$ cat config.mk
export PLATFORM = sky130hd
export DESIGN_NAME = sipo_frame_receiver
export DESIGN_NICKNAME = d
export VERILOG_FILES = /design/src/rtl/sipo_frame_receiver.sv
export SDC_FILE = /design/constraint.sdc
export NUM_CORES = 1
export LEC_CHECK = 0
export ABC_AREA = 1
export BUFFER_PORTS_ARGS = -buffer_cell sky130_fd_sc_hd__buf_4
export CAP_MARGIN = 20
export CORE_ASPECT_RATIO = 1.5
export CORE_MARGIN = 3
export CORE_UTILIZATION = 40
export CTS_BUF_LIST = sky130_fd_sc_hd__clkbuf_4 sky130_fd_sc_hd__clkbuf_8
export DETAILED_ROUTE_END_ITERATION = 16
export SLEW_MARGIN = 20
export SYNTH_ARGS = -nofsm -noshare
export SYNTH_HDL_FRONTEND = slang
export SYNTH_SLANG_ARGS = --single-unit
$ cat constraint.sdc
create_clock -name Clk_In -period 1.2 [get_ports Clk_In]
set_input_delay 0.36 -clock Clk_In [delete_from_list [all_inputs] [get_ports Clk_In]]
set_output_delay 0.36 -clock Clk_In [all_outputs]
set_load 0.005 [all_outputs]
$ cat src/rtl/sipo_frame_receiver.sv
// sipo_frame_receiver: strobe-qualified serial-to-parallel word assembler with a one-entry valid/ready holding register
module sipo_frame_receiver #(
  parameter int DATA_WIDTH = 8,
  parameter bit LSB_FIRST  = 1
) (
  input  logic                          Clk_In,
  input  logic                          Reset_In,
  input  logic                          Enable_In,
  input  logic                          Frame_Start_In,
  input  logic                          Serial_Data_In,
  output logic [DATA_WIDTH-1:0]         Parallel_Data_Out,
  output logic                          Data_Valid_Out,
  input  logic                          Data_Ready_In,
  output logic                          Busy_Out,
  output logic [$clog2(DATA_WIDTH)-1:0] Bit_Count_Out,
  output logic                          Overrun_Error_Out
);
  localparam int CW = $clog2(DATA_WIDTH);
  typedef enum logic {IDLE, SHIFT} state_t;
  state_t                state_q, state_d;
  logic [DATA_WIDTH-1:0] sr_q, sr_d, data_q, data_d, base, shifted;
  logic [CW-1:0]         cnt_q, cnt_d;
  logic                  valid_q, valid_d, ovr_q, ovr_d;
  logic                  start, step, done, load;
  // Frame events: a start strobe always wins, clearing the partial word so it becomes bit 0
  always_comb begin
    start   = Enable_In && Frame_Start_In;
    step    = Enable_In && !Frame_Start_In && state_q == SHIFT;
    done    = step && cnt_q == CW'(DATA_WIDTH - 1);
    base    = start ? '0 : sr_q;
    shifted = LSB_FIRST ? {Serial_Data_In, base[DATA_WIDTH-1:1]}
                        : {base[DATA_WIDTH-2:0], Serial_Data_In};
    load    = done && (!valid_q || Data_Ready_In);
  end
  // State register
  always_ff @(posedge Clk_In or posedge Reset_In) begin
    if (Reset_In) state_q <= IDLE;
    else          state_q <= state_d;
  end
  // Next state: enter SHIFT on a start strobe, leave it on the edge that samples the last bit
  always_comb begin
    state_d = start ? SHIFT : done ? IDLE : state_q;
  end
  // FSM outputs
  always_comb begin
    Busy_Out = state_q == SHIFT;
  end
  // Datapath next state: shifter, bit counter, holding register, valid and sticky overrun
  always_comb begin
    sr_d    = (start || step) ? shifted : sr_q;
    cnt_d   = start ? CW'(1) : done ? '0 : step ? cnt_q + 1'b1 : cnt_q;
    data_d  = load ? shifted : data_q;
    valid_d = load || (valid_q && !Data_Ready_In);
    ovr_d   = ovr_q || (done && valid_q && !Data_Ready_In);
  end
  // Datapath registers
  always_ff @(posedge Clk_In or posedge Reset_In) begin
    if (Reset_In) begin
      sr_q    <= '0;
      cnt_q   <= '0;
      data_q  <= '0;
      valid_q <= 1'b0;
      ovr_q   <= 1'b0;
    end else begin
      sr_q    <= sr_d;
      cnt_q   <= cnt_d;
      data_q  <= data_d;
      valid_q <= valid_d;
      ovr_q   <= ovr_d;
    end
  end
  assign Parallel_Data_Out = data_q;
  assign Data_Valid_Out    = valid_q;
  assign Bit_Count_Out     = cnt_q;
  assign Overrun_Error_Out = ovr_q;
endmodule

==> results.toml <==
[finish]
n_antenna_cell = 0
final_layout_size_suffix_gt1_share_pct = 34.78
multi_input_area_um2 = 360.3
areaGrowthSynthToFinish_pct = 40.65
finalInstanceArea_mm2 = 0.001308
regArea_um2 = 525.5
fin_nets = 147
nFillCells = 180

[placed_design]
pre_cts_ws_ns = -0.06049
place_congestion = 0.7650
hpwl_um = 1429
io_buffers = 19
placed_area_mm2 = 0.001140

[route]
wl_um = 1998
drtPass1Iterations = 4
dr_total_vias = 777
drc = 0
via_per_inst = 4.856
drtIter0Drc = 9
route.antenna.remaining_nets = 0
routedWlPerCell_um = 12.49

[pwr]
clockPowerShare_pct = 25.6
p_leak_nw = 0.6999
fin_total_pwr_mw = 1.392
pwr-share-comb_pct = 19.1
ir_worst_vdd_uv = 763.9
p_sw_mw = 0.3524
power_frac_seq_pct = 55.3
switching_share_pct = 25.31
p_int_mw = 1.040
power_density_mw_per_mm2 = 1065

[die]
dieArea_mm2 = 0.002950
die_w_um = 45.36
ios = 20
core_area_mm2 = 0.002127
num_rows = 20
die_height_um = 65.05
start_util_pct = 43.71

[yosys]
syn_inst = 102
syn_nets = 110
syn_area_um2 = 929.6
ys_ff_latch = 21
yosysUniqueCellTypes = 16
seq_area_frac_synth_pct = 56.53
ys_warn_count = 0
synth.avg_cell_area_um2 = 9.114

[critical_path]
critPathKind = "flip-flop to primary output"
startpoint_type = "flip-flop"
crit_arrival_ns = 0.95
crit_required_ns = 0.84
cp-end-kind = "primary output"
crit_fanout = 2

[sta]
tightest_slew_ns = 0.2688
fmax_mhz = 762.4
period_minus_slack_ns = 1.312
slew_headroom_pct = 82.08
min_period_over_period_pct = 109.3
timing.hold.ws_ns = 0.06995
final-max-slew-violation-count = 0
setup_slack_ns = -0.1116
rsz0062_at_grt = "yes"
finClkSkew_ns = 0.01461
hold_viol = 0
setup_viol_count_final = 9
tns_ns = -0.3380

[run]
cap_viol_max_count = 0

[clock_network]
cts.sinks = 21
tritoncts = "done"
cts.clk_slew.worst_paths_ns = 0.12
postCtsHoldBufs = 0
root_buffer = "clkbuf_4"
cts_buffers = 3
cts_buffer_depth = 2
htree_levels = 1
insertion_delay_ns = 0.30

[grt]
grt_util_all_layers_pct = 15.39
grt_pass1_wl_um = 3332
antenna_found_initial = 0
grt_max_degree = 22
grt_pass1_vias = 791
grt_remaining_overflow = 0

[min_path]
hold_path.class = "primary input to async pin"

[status]
violations = "negative setup slack"
status = "finished, violations left"
[Yosys cell counts, drive strengths merged]
library cell / instances / share of area [%]
nand2: 31 / 13
dfrtp: 21 / 57
inv: 15 / 6.1
nand3: 12 / 8.3
nor2: 9 / 5.2
o21ai: 5 / 2.7
o22ai: 4 / 2.7
ha: 2 / 2.7
buf: 1 / 0.54
nand4: 1 / 0.67
o21bai: 1 / 1.2
[cell type report]
type                            instances  area share, %
Sequential cell                        21          40.19
Tap cell                               22          2.105
Multi-Input combinational cell         65          27.56
Inverter                               15          4.306
Clock buffer                            4          2.297
Timing Repair Buffer                   33          23.54
[sequential cells by signal, summed over array words and instances (netlist names)]
| name | count |
|---|---|
| Overrun_Error_Out | 1 |
| Data_Valid_Out | 1 |
| sr_q | 7 |
| Bit_Count_Out | 3 |
| Parallel_Data_Out | 8 |
| Busy_Out | 1 |
[critical path, cell delays in order, from the launching register on]
cell and delay, ns:
dfrtp_1 0.42, buf_6 0.13, buf_6 0.10
[power by group through the flow]
stage / combinational [mW] / clock, mW / sequential (mW)
finish: 0.266 / 0.356 / 0.770
global route: 0.299 / 0.399 / 0.774
detailed placement: 0.213 / 0 / 0.780
global placement: 0.209 / 0 / 0.778
floorplan: 0.103 / 0 / 0.782
CTS: 0.256 / 0.362 / 0.767
[cell families after synthesis]
family,count (synthesis),share of synthesized area [%]
simple gates,53,27.59
compound gates,10,6.594
flops,21,56.53
buf+inv,16,6.594
fa+ha+maj,2,2.691
[worst paths after layout]
| kind | startpoint | endpoint | slack, ns | depth (start not counted) |
|---|---|---|---|---|
| max in group asynchronous | Reset_In | Parallel_Data_Out[1] | 0.91 | 3 |
| hold reg to reg | Parallel_Data_Out[7] | Parallel_Data_Out[7] | 0.51 | 2 |
| hold / removal | Reset_In | Parallel_Data_Out[0] | 0.07 | 3 |
| setup / recovery | Bit_Count_Out[1] | Bit_Count_Out[1] | -0.11 | 2 |
| setup reg to reg | Bit_Count_Out[1] | Parallel_Data_Out[5] | -0.03 | 6 |
| min in group Clk_In | Serial_Data_In | sr_q[7] | 0.29 | 3 |
[what timing repair did]
item | 4_1_cts | 5_1_grt
pin swaps | 0 | 1
endpoints found under the hold margin | 0 | 0
setup buffers | 5 | 3
resized for setup | 8 | 11
setup endpoints to repair | 15 | 26
[layer usage]
layer	part of all wire [%]	up-vias	wire (um)	global-route usage (%)
li1	-	392	-	-
met1	40	367	809	19.86
met2	55	13	1103	25.00
met3	2.8	5	55	2.778
met4	1.5	0	29	5.495
met5	0	-	0	0
[metrics by stage]
stage	instances	utilization [%]
floorplan	102	-
global placement	148	53.59
detailed placement	148	53.59
CTS	157	58.41
global route	160	61.47
finish	160	61.47
[layout by cell type (no fill, tap or decap)]
| master | instances |
|---|---|
| nor2_4 | 2 |
| o21bai_2 | 1 |
| nand4_1 | 1 |
| ha_4 | 1 |
| nand3_2 | 1 |
| dfrtp_1 | 21 |
| buf_4 | 17 |
| nand2_2 | 2 |
| ha_1 | 1 |
| nand3_4 | 1 |
| inv_1 | 13 |
| nand2_1 | 28 |
| nor2_1 | 7 |
| nand2_4 | 1 |
| o22ai_1 | 4 |
| inv_2 | 2 |
| nand3_1 | 10 |
| o21ai_0 | 5 |
| buf_6 | 16 |
| clkbuf_4 | 4 |
No activity file was read; power rests on OpenSTA's default activity.
